<file path="config.mk">
export PLATFORM = sky130hd
export DESIGN_NAME = hash_sponge_seq_flat
export DESIGN_NICKNAME = d
export VERILOG_FILES = /design/src/rtl/hash_pkg.sv /design/src/rtl/hash_sponge_seq_if.sv /design/src/rtl/hash_wrap_cnt.sv /design/src/rtl/hash_sponge_seq.sv /design/src/flat_wrapper.sv
export SDC_FILE = /design/constraint.sdc
export NUM_CORES = 1
export LEC_CHECK = 0
export ABC_AREA = 1
export ABC_CLOCK_PERIOD_IN_PS = 4450
export CAP_MARGIN = 0
export CORE_UTILIZATION = 53
export CTS_BUF_LIST = sky130_fd_sc_hd__clkbuf_4 sky130_fd_sc_hd__clkbuf_8 sky130_fd_sc_hd__clkbuf_16
export CTS_CLUSTER_DIAMETER = 120
export DETAILED_ROUTE_END_ITERATION = 16
export HOLD_SLACK_MARGIN = 0.03
export MAX_ROUTING_LAYER = met4
export PLACE_DENSITY = 0.85
export SYNTH_ARGS = -nofsm -noshare
export SYNTH_HDL_FRONTEND = slang
export SYNTH_SLANG_ARGS = --single-unit
</file>
<file path="constraint.sdc">
create_clock -name ex_clk -period 4.45 [get_ports ex_clk]
set_clock_uncertainty 0.15 [all_clocks]
set_input_delay 0.89 -clock ex_clk [delete_from_list [all_inputs] [get_ports ex_clk]]
set_output_delay 0.89 -clock ex_clk [all_outputs]
set_load 0.02 [all_outputs]
</file>
<file path="src/rtl/hash_pkg.sv">
// rtl/hash_pkg.sv - shared state type and SHA3-256 sponge constants
package hash_pkg;

  typedef enum logic [2:0] {
    ST_IDLE,
    ST_PACK,
    ST_FLUSH,
    ST_PAD,
    ST_PERM,
    ST_DONE
  } hash_seq_state_t;

  localparam int RATE_BYTES = 136;
  localparam logic [7:0] PAD_FIRST = 8'h06;
  localparam logic [7:0] PAD_LAST  = 8'h80;

  // Index width that stays at least one bit for degenerate sizes.
  function automatic int cw(input int n);
    return (n > 1) ? $clog2(n) : 1;
  endfunction

endpackage

</file>
<file path="src/rtl/hash_sponge_seq_if.sv">
// rtl/hash_sponge_seq_if.sv - trit intake, byte/pad strobes and permutation handshake
interface hash_sponge_seq_if #(
  parameter int TRITS_PER_BYTE = 5,
  parameter int RATE_BYTES     = hash_pkg::RATE_BYTES,
  parameter int NUM_BLOCKS     = 3
);
  localparam int TW = hash_pkg::cw(TRITS_PER_BYTE);
  localparam int BW = hash_pkg::cw(RATE_BYTES);
  localparam int KW = $clog2(NUM_BLOCKS) + 1;

  logic          start;
  logic          in_valid;
  logic          in_ready;
  logic [TW-1:0] trit_idx;
  logic          byte_load;
  logic [BW-1:0] byte_idx;
  logic [KW-1:0] blk_idx;
  logic          pad_en;
  logic [BW-1:0] pad_idx;
  logic          perm_start;
  logic          perm_done;
  logic          busy;
  logic          done;
  logic          halt_n;

  modport master (
    output start, in_valid, perm_done,
    input  in_ready, trit_idx, byte_load, byte_idx, blk_idx, pad_en, pad_idx,
           perm_start, busy, done, halt_n
  );

  modport slave (
    input  start, in_valid, perm_done,
    output in_ready, trit_idx, byte_load, byte_idx, blk_idx, pad_en, pad_idx,
           perm_start, busy, done, halt_n
  );

endinterface

</file>
<file path="src/rtl/hash_wrap_cnt.sv">
// rtl/hash_wrap_cnt.sv - modulo (MAX+1) counter with clear, enable and wrap flag
module hash_wrap_cnt #(
  parameter int MAX = 1,
  parameter int W   = 1
) (
  input  logic         clk_i,
  input  logic         rst_ni,
  input  logic         clr_i,
  input  logic         en_i,
  output logic [W-1:0] cnt_o,
  output logic         wrap_o
);

  localparam logic [W-1:0] MAX_V = W'(MAX);

  logic [W-1:0] cnt_q, cnt_d;
  logic         at_max;

  assign at_max = (cnt_q == MAX_V);

  always_comb begin
    cnt_d = cnt_q;
    if (clr_i) begin
      cnt_d = '0;
    end else if (en_i) begin
      cnt_d = at_max ? '0 : cnt_q + 1'b1;
    end
  end

  always_ff @(posedge clk_i or negedge rst_ni) begin
    if (!rst_ni) begin
      cnt_q <= '0;
    end else begin
      cnt_q <= cnt_d;
    end
  end

  assign cnt_o  = cnt_q;
  assign wrap_o = en_i & at_max;

endmodule

</file>
<file path="src/rtl/hash_sponge_seq.sv">
// rtl/hash_sponge_seq.sv - packs trits into bytes, sequences absorb blocks, padding and Keccak-f calls
module hash_sponge_seq #(
  parameter int TRITS_PER_BYTE = 5,
  parameter int RATE_BYTES     = hash_pkg::RATE_BYTES,
  parameter int NUM_BLOCKS     = 3,
  parameter int LAST_BYTES     = 5
) (
  input logic              ex_clk,
  input logic              ovr_rst_n,
  hash_sponge_seq_if.slave bus
);
  import hash_pkg::*;

  localparam int TW = cw(TRITS_PER_BYTE);
  localparam int BW = cw(RATE_BYTES);
  localparam int KW = $clog2(NUM_BLOCKS) + 1;
  localparam logic [BW-1:0] LAST_IDX     = BW'(LAST_BYTES - 1);
  localparam logic [BW-1:0] PAD_POS      = BW'(LAST_BYTES);
  localparam logic [KW-1:0] LAST_BLK     = KW'(NUM_BLOCKS - 1);
  localparam bit            NO_LAST_DATA = (LAST_BYTES == 0);

  if (LAST_BYTES < 0 || LAST_BYTES >= RATE_BYTES || NUM_BLOCKS < 1 || TRITS_PER_BYTE < 1)
  begin : g_bad_params
    $error("hash_sponge_seq: illegal TRITS_PER_BYTE/RATE_BYTES/NUM_BLOCKS/LAST_BYTES");
  end

  hash_seq_state_t state_q, state_d;
  logic [KW-1:0]   blk_q, blk_d;
  logic [TW-1:0]   trit_cnt;
  logic            trit_wrap;
  logic [BW-1:0]   byte_cnt;
  logic            byte_wrap;
  logic            byte_load_q;
  logic [BW-1:0]   byte_idx_q;
  logic            perm_start_q;
  logic            done_q;
  logic            msg_start, trit_acc, byte_acc, blk_adv, last_blk, limit_hit;

  assign msg_start = bus.start & (state_q == ST_IDLE || state_q == ST_DONE);
  assign trit_acc  = bus.in_valid & (state_q == ST_PACK);
  assign byte_acc  = trit_acc & trit_wrap;
  assign blk_adv   = bus.perm_done & (state_q == ST_PERM);
  assign last_blk  = (blk_q == LAST_BLK);
  // Full blocks end exactly where the byte counter wraps; the short last block ends early.
  assign limit_hit = last_blk ? (byte_acc & (byte_cnt == LAST_IDX)) : byte_wrap;

  hash_wrap_cnt #(.MAX(TRITS_PER_BYTE - 1), .W(TW)) u_trit_cnt (
    .clk_i  (ex_clk),
    .rst_ni (ovr_rst_n),
    .clr_i  (msg_start),
    .en_i   (trit_acc),
    .cnt_o  (trit_cnt),
    .wrap_o (trit_wrap)
  );

  hash_wrap_cnt #(.MAX(RATE_BYTES - 1), .W(BW)) u_byte_cnt (
    .clk_i  (ex_clk),
    .rst_ni (ovr_rst_n),
    .clr_i  (msg_start | blk_adv),
    .en_i   (byte_acc),
    .cnt_o  (byte_cnt),
    .wrap_o (byte_wrap)
  );

  always_ff @(posedge ex_clk or negedge ovr_rst_n) begin
    if (!ovr_rst_n) begin
      state_q <= ST_IDLE;
      blk_q   <= '0;
    end else begin
      state_q <= state_d;
      blk_q   <= blk_d;
    end
  end

  always_comb begin
    state_d = state_q;
    blk_d   = blk_q;
    case (state_q)
      ST_IDLE, ST_DONE: begin
        if (bus.start) begin
          blk_d   = '0;
          state_d = (NUM_BLOCKS == 1 && NO_LAST_DATA) ? ST_PAD : ST_PACK;
        end
      end
      ST_PACK: begin
        if (limit_hit) state_d = ST_FLUSH;
      end
      ST_FLUSH: state_d = last_blk ? ST_PAD : ST_PERM;
      ST_PAD:   state_d = ST_PERM;
      ST_PERM: begin
        if (bus.perm_done) begin
          blk_d = blk_q + 1'b1;
          if (last_blk) begin
            state_d = ST_DONE;
          end else if (NO_LAST_DATA && ((blk_q + 1'b1) == LAST_BLK)) begin
            state_d = ST_PAD;
          end else begin
            state_d = ST_PACK;
          end
        end
      end
      default: state_d = ST_IDLE;
    endcase
  end

  // Registered strobes: byte_load trails the accepting edge by one cycle.
  always_ff @(posedge ex_clk or negedge ovr_rst_n) begin
    if (!ovr_rst_n) begin
      byte_load_q  <= 1'b0;
      byte_idx_q   <= '0;
      perm_start_q <= 1'b0;
      done_q       <= 1'b0;
    end else begin
      byte_load_q  <= byte_acc;
      if (byte_acc) byte_idx_q <= byte_cnt;
      perm_start_q <= (state_d == ST_PERM) && (state_q != ST_PERM);
      done_q       <= (state_d == ST_DONE) && (state_q != ST_DONE);
    end
  end

  always_comb begin
    bus.in_ready   = (state_q == ST_PACK);
    bus.busy       = !(state_q == ST_IDLE || state_q == ST_DONE);
    bus.halt_n     = (state_q != ST_DONE);
    bus.pad_en     = (state_q == ST_PAD);
    bus.pad_idx    = (state_q == ST_PAD) ? PAD_POS : '0;
    bus.trit_idx   = trit_cnt;
    bus.byte_load  = byte_load_q;
    bus.byte_idx   = byte_idx_q;
    bus.blk_idx    = blk_q;
    bus.perm_start = perm_start_q;
    bus.done       = done_q;
  end

endmodule

</file>
<file path="src/flat_wrapper.sv">
// flat-port wrapper written by rule: the top's interface ports become plain ports
module hash_sponge_seq_flat import hash_pkg::*;
#(
  parameter int TRITS_PER_BYTE = 5,
  parameter int RATE_BYTES     = hash_pkg::RATE_BYTES,
  parameter int NUM_BLOCKS     = 3,
  parameter int LAST_BYTES     = 5
)
  (ex_clk, ovr_rst_n, bus_start, bus_in_valid, bus_perm_done, bus_in_ready, bus_trit_idx, bus_byte_load, bus_byte_idx, bus_blk_idx, bus_pad_en, bus_pad_idx, bus_perm_start, bus_busy, bus_done, bus_halt_n);
  hash_sponge_seq_if #(.TRITS_PER_BYTE(TRITS_PER_BYTE), .RATE_BYTES(RATE_BYTES), .NUM_BLOCKS(NUM_BLOCKS)) bus_i ();
  input logic ex_clk;
  input logic ovr_rst_n;
  input wire logic [$bits(bus_i.start)-1:0] bus_start;
  input wire logic [$bits(bus_i.in_valid)-1:0] bus_in_valid;
  input wire logic [$bits(bus_i.perm_done)-1:0] bus_perm_done;
  output wire logic [$bits(bus_i.in_ready)-1:0] bus_in_ready;
  output wire logic [$bits(bus_i.trit_idx)-1:0] bus_trit_idx;
  output wire logic [$bits(bus_i.byte_load)-1:0] bus_byte_load;
  output wire logic [$bits(bus_i.byte_idx)-1:0] bus_byte_idx;
  output wire logic [$bits(bus_i.blk_idx)-1:0] bus_blk_idx;
  output wire logic [$bits(bus_i.pad_en)-1:0] bus_pad_en;
  output wire logic [$bits(bus_i.pad_idx)-1:0] bus_pad_idx;
  output wire logic [$bits(bus_i.perm_start)-1:0] bus_perm_start;
  output wire logic [$bits(bus_i.busy)-1:0] bus_busy;
  output wire logic [$bits(bus_i.done)-1:0] bus_done;
  output wire logic [$bits(bus_i.halt_n)-1:0] bus_halt_n;
  assign bus_i.start = bus_start;
  assign bus_i.in_valid = bus_in_valid;
  assign bus_i.perm_done = bus_perm_done;
  assign bus_in_ready = bus_i.in_ready;
  assign bus_trit_idx = bus_i.trit_idx;
  assign bus_byte_load = bus_i.byte_load;
  assign bus_byte_idx = bus_i.byte_idx;
  assign bus_blk_idx = bus_i.blk_idx;
  assign bus_pad_en = bus_i.pad_en;
  assign bus_pad_idx = bus_i.pad_idx;
  assign bus_perm_start = bus_i.perm_start;
  assign bus_busy = bus_i.busy;
  assign bus_done = bus_i.done;
  assign bus_halt_n = bus_i.halt_n;
  hash_sponge_seq #(.TRITS_PER_BYTE(TRITS_PER_BYTE), .RATE_BYTES(RATE_BYTES), .NUM_BLOCKS(NUM_BLOCKS), .LAST_BYTES(LAST_BYTES)) u_core (.ex_clk(ex_clk), .ovr_rst_n(ovr_rst_n), .bus(bus_i));
endmodule
</file>
==> flow_summary.ini, run 1 <==
[worst_hold_path]
hp-class = flip-flop to flip-flop

[synthesis]
yosysTopAreaCellShare_pct = 47.1
synth_area_sq_mm = 0.00149
synthDistinctLibCells = 23
synth_area_leaders = dfrtp_1 (47%), nand2_1 (10%), ha_1 (5.0%)
synth_seq_cells = 28
yosysWarningCount = 0
synth_area_leader_cell = dfrtp_1
synth_cells = 172
yosysSeqAreaShare_pct = 47.1
post_synth.cell_area_avg_sq_um = 8.66

[finish]
stdcell_count = 230
synthToLayoutAreaGrowth_pct = 21.2
final_cell_mix = nand2_1 (40), dfrtp_1 (28), clkdlybuf4s50_1 (27)
num_antenna_cells = 0
drive_gt1_share_pct = 10.5
nets = 212
filler_cell_count = 205
final_common_cell = nand2_1

[global_route]
antenna_found_initial = 0
grtUsageTotal_pct = 22.7
first_global_vias = 1102
grt_max_degree = 29
grt.overflow.total = 0
grt_first_pass_wirelength_um = 4800

[cts]
clockRootBuffer = clkbuf_4
clock-sinks = 28
htree_levels = 1
cts_resized = 0
cts_made_buffers = 3
cts_hold_buf = 0
cts_tree = yes
clk_latency_ns = 0.33
postCtsSetupBuffers = 0
clk_path_buf_depth = 2
path_clk_slew_ns = 0.15

[timing]
min_period_over_period_pct = 65.8
fmax_mhz = 342
hold_viol = 0
rsz0062_at_grt = no
layout_min_cycle_time_ns = 2.93
drv_slew = 0
tns_ns = 0
setup_viol = 0

[drt]
wirelength_um = 2930
top_layer = met4
wl_met2_um = 1430
wl_met1_um = 1310
ant_nets = 0
viasPerCell = 5.13
wl_per_cell_um = 12.7
first_iter_violations = 57
drc = 0
vias = 1181
dr.pass1.iters = 4
wl_met3_um = 162

[floorplanning]
start_util_pct = 58.0
ios = 34
dieWidth_um = 55
die_h_um = 55
die_area_sq_mm = 0.00303
num_rows = 18
coreArea_sq_mm = 0.00257

[worst_setup_path]
critPathMaxStageDelay_ns = 0.65
arrival_ns = 1.89
path_class = flip-flop to primary output
crit_path_max_fanout = 5
cp-start-kind = flip-flop
path_cells = nor2_1 -> inv_1 -> nor2_1 -> clkdlybuf4s50_1
cp_common_cell = nor2_1
crit_family = buffers and inverters
cp-end-kind = primary output
cp_slowest_cell = clkdlybuf4s50_1
path_buf_inv = 2
critPathRequiredTime_ns = 3.41

[power]
power_leakage_uw = 0.000890
p_per_area_mw_per_mm2 = 457
vdd_drop_max_mv = 0.407

[placed_design]
gp_congestion = 0.877
portBuffers = 27
dpl.cell_count = 226
dp_hpwl_um = 2190

[run]
drv_cap = 0

[run_status]
status = completed
[state kept, by name (all words and copies together), names as in the netlist]
| register | count |
|---|---|
| u_core.bus.blk_idx | 3 |
| u_core.bus.byte_idx | 8 |
| u_core.bus.byte_load | 1 |
| u_core.bus.done | 1 |
| u_core.bus.perm_start | 1 |
| u_core.state_q | 3 |
| u_core.u_byte_cnt.cnt_o | 8 |
| u_core.u_trit_cnt.cnt_o | 3 |
[where the power goes]
group	total [uW]	internal, uW	switching (uW)
registers	340	299	41.5
clock network	166	91.1	75.3
logic	318	126	192
[layer usage]
layer / vias up / GRT usage, %
met5: - / -
met4: 0 / 7.50
met3: 5 / 3.01
met2: 49 / 35.5
met1: 541 / 30.4
li1: 586 / -
[cell usage after synthesis (all sizes together)]
library cell,number
a21oi,6
buf,9
conb,1
dfrtp,28
ha,6
inv,22
nand2,45
nand3,10
nand4,4
nor2,17
o21ai,18
xor2,6
[per-stage QoR]
step | worst slack [ns] | total power, uW | instance area (sq um) | util (%) | hold slack (ns)
6_report | 1.52 | 825 | 1800 | 70.3 | 0.335
3_5_place_dp | 1.92 | 663 | 1750 | 68.2 | 0.307
5_1_grt | 1.44 | 884 | 1800 | 70.3 | 0.360
4_1_cts | 1.53 | 829 | 1800 | 70.3 | 0.343
2_1_floorplan | 2.23 | 548 | 1510 | - | 0.338
3_3_place_gp | 2.03 | 648 | 1750 | 68.2 | 0.304
[cell type report]
| class | instances | area [sq um] | area share (%) |
|---|---|---|---|
| timing repair buffer | 28 | 278 | 15.4 |
| sequential | 28 | 701 | 38.8 |
| clock inverter | 1 | 30.0 | 1.66 |
| clock buffer | 3 | 22.5 | 1.25 |
| tap | 30 | 37.5 | 2.08 |
| multi-input combinational | 118 | 653 | 36.2 |
| inverter | 22 | 82.6 | 4.58 |
[worst reg2reg max path, cell delays in order, from the launching register on]
cell and delay [ns]:
dfrtp_1 0.42, inv_1 0.10, ha_1 0.18, nand2_1 0.16
nor2_8 0.25, nand3_1 0.13, nand2_1 0.10, nand2_1 0.08
[cell families (layout without fill, tap and decap cells)]
| family | count (synthesis) | after routing | synth area share (%) |
|---|---|---|---|
| other cells | 1 | 6 | 0.252 |
| buf+inv | 31 | 54 | 10.3 |
| fa+ha+maj | 6 | 6 | 5.04 |
| flops | 28 | 28 | 47.1 |
| xor+xnor | 6 | 6 | 3.53 |
| simple gates | 76 | 76 | 25.0 |
| compound gates | 24 | 24 | 8.82 |
[final timing paths]
check                                      startpoint                          to  slack (ns)  cells after the start
hold reg to reg                u_core.bus.byte_idx[7]      u_core.bus.byte_idx[7]        0.34                      2
hold / removal                 u_core.bus.byte_idx[7]      u_core.bus.byte_idx[7]        0.34                      2
setup reg to reg           u_core.u_trit_cnt.cnt_o[0]           u_core.state_q[0]        2.77                      7
max in group asynchronous                   ovr_rst_n  u_core.u_byte_cnt.cnt_o[0]        3.13                      2
min in group asynchronous                   ovr_rst_n        u_core.bus.byte_load        0.77                      2
setup / recovery                    u_core.state_q[2]              bus_pad_idx[2]        1.52                      4
Note: power is estimated with default switching activity, not from simulation.
==> inputs of run 2 (changes only) <==
--- a/config.mk
+++ b/config.mk
@@ -6,15 +6,15 @@
 export NUM_CORES = 1
 export LEC_CHECK = 0
 export ABC_AREA = 1
-export ABC_CLOCK_PERIOD_IN_PS = 4450
+export ABC_CLOCK_PERIOD_IN_PS = 2840
 export CAP_MARGIN = 0
-export CORE_UTILIZATION = 53
+export CORE_UTILIZATION = 49
 export CTS_BUF_LIST = sky130_fd_sc_hd__clkbuf_4 sky130_fd_sc_hd__clkbuf_8 sky130_fd_sc_hd__clkbuf_16
 export CTS_CLUSTER_DIAMETER = 120
 export DETAILED_ROUTE_END_ITERATION = 16
 export HOLD_SLACK_MARGIN = 0.03
 export MAX_ROUTING_LAYER = met4
-export PLACE_DENSITY = 0.85
+export PLACE_DENSITY = 0.79
 export SYNTH_ARGS = -nofsm -noshare
 export SYNTH_HDL_FRONTEND = slang
 export SYNTH_SLANG_ARGS = --single-unit
==> constraint.sdc (replaced) <==
create_clock -name ex_clk -period 2.84 [get_ports ex_clk]
set_clock_uncertainty 0.15 [all_clocks]
set_input_delay 0.568 -clock ex_clk [delete_from_list [all_inputs] [get_ports ex_clk]]
set_output_delay 0.568 -clock ex_clk [all_outputs]
set_load 0.02 [all_outputs]
==> run 2 against run 1 <==
Net effect: routed wire length fell by 7.0%; largest cell class unchanged; cell count rose by 0.43%; clock power rose by 55%; the run now ends with DRC left; first-iteration DRC count fell by 19%; global-route usage fell by 3.7 points; worst setup slack got worse by 1.3 ns; register-to-register slack got worse by 1.6 ns; flip-flop and latch count did not move; combinational power rose by 54%.
==> flow_summary.ini, run 2 (synthesis gave the netlist of run 1 again) <==
[run_status]
status = finished with violations
violations = DRC

[worst_setup_path]
critPathRequiredTime_ns = 2.12
cp-start-kind = flip-flop
cp_common_cell = nor2_1
arrival_ns = 1.89
cp-end-kind = primary output
cp_slowest_cell = clkdlybuf4s50_1
crit_path_max_fanout = 5
path_class = flip-flop to primary output
reg2reg_from = u_core.bus.blk_idx[0]
path_cells = nor2_1 -> inv_1 -> nor2_1 -> clkdlybuf4s50_1
critPathMaxStageDelay_ns = 0.65
reg2reg_depth = 7
startpoint = u_core.state_q[2]

[drt]
wirelength_um = 2730
vias = 1185
viasPerCell = 5.13
ant_nets = 0
dr.pass1.iters = 10
drc = 4
wl_per_cell_um = 11.8
first_iter_violations = 46

[finish]
nets = 212
num_antenna_cells = 0
synthToLayoutAreaGrowth_pct = 21.3
multiInputGateArea_sq_um = 653
drive_gt1_share_pct = 10.5
final_common_cell = nand2_1
filler_cell_count = 246
final_cell_mix = nand2_1 (40), dfrtp_1 (28), clkdlybuf4s50_1 (27)
postLayoutCoreUtil_pct = 63.8
regArea_sq_um = 701

[cts]
cts_tree = yes
clk_path_buf_depth = 2
path_clk_slew_ns = 0.15
clockRootBuffer = clkbuf_4
cts_resized = 0
clk_latency_ns = 0.33
postCtsSetupBuffers = 0
clock-sinks = 28
cts_made_buffers = 3
htree_levels = 1
cts_hold_buf = 0

[worst_hold_path]
hold_start = u_core.bus.byte_idx[4]
hold_depth = 2
hp-class = flip-flop to flip-flop

[placed_design]
gp_congestion = 0.860
dp_hpwl_um = 2110
portBuffers = 27

[timing]
layout_min_cycle_time_ns = 2.61
tns_ns = 0
drv_slew = 0
setup_viol = 0
min_period_over_period_pct = 91.8
hold_viol = 0
fmax_mhz = 384
rsz0062_at_grt = no

[floorplanning]
die_h_um = 57.1
die_area_sq_mm = 0.00326
num_rows = 19
start_util_pct = 52.6
dieWidth_um = 57.1
coreArea_sq_mm = 0.00283
ios = 34

[power]
vdd_drop_max_mv = 0.608
power_leakage_uw = 0.000890
p_per_area_mw_per_mm2 = 709

[global_route]
grt_max_degree = 29
grtUsageTotal_pct = 19.0
first_global_vias = 1072
grt.overflow.total = 0
antenna_found_initial = 0
grt_first_pass_wirelength_um = 4660

[run]
drv_cap = 0
-- run 2: final timing paths --
kind / endpoint / slack, ns
setup / recovery: bus_pad_idx[2] / 0.23
hold / removal: u_core.bus.byte_idx[4] / 0.34
setup reg to reg: u_core.state_q[2] / 1.15
hold reg to reg: u_core.bus.byte_idx[4] / 0.34
max in group asynchronous: u_core.state_q[0] / 1.84
min in group asynchronous: u_core.u_trit_cnt.cnt_o[2] / 0.43
-- run 2: power breakdown --
group	total, uW	switching, uW	leakage (uW)	internal [uW]
registers	533	65.1	0.000376	468
clock network	258	116	0.0000279	143
logic	489	294	0.000486	195
-- run 2: per-layer routing --
layer	up-vias	global-route usage (%)	routed length, um	share of wire, %
met1	560	24.2	1200	44
met2	36	30.6	1340	49
met5	-	-	0	0
li1	585	-	-	-
met4	0	3.48	26	0.95
met3	4	5.44	158	5.8
-- run 2: metrics by stage --
step / cells / instance area (sq um) / worst slack (ns) / hold WS (ns) / power (uW)
floorplan: 177 / 1510 / 0.946 / 0.122 / 859
global placement: 227 / 1750 / 0.740 / 0.308 / 1010
detailed placement: 227 / 1750 / 0.604 / 0.308 / 1030
CTS: 231 / 1810 / 0.213 / 0.344 / 1290
global route: 231 / 1810 / 0.112 / 0.365 / 1370
finish: 231 / 1810 / 0.234 / 0.337 / 1280
-- run 2: layout make-up --
class / instances / share of cell area [%]
flip-flops and latches: 28 / 38.8
inverters: 22 / 4.57
clock buffers: 3 / 1.25
repair buffers: 28 / 15.4
clock inverters: 1 / 1.66
multi-input cells: 118 / 36.2
well taps: 31 / 2.15
-- run 2: critical path: cells and delay by family, from the launching register on --
family	cells	cell delay, ns
buffers and inverters	2	0.73
flip-flops	1	0.47
AND/OR/NAND/NOR	2	0.37
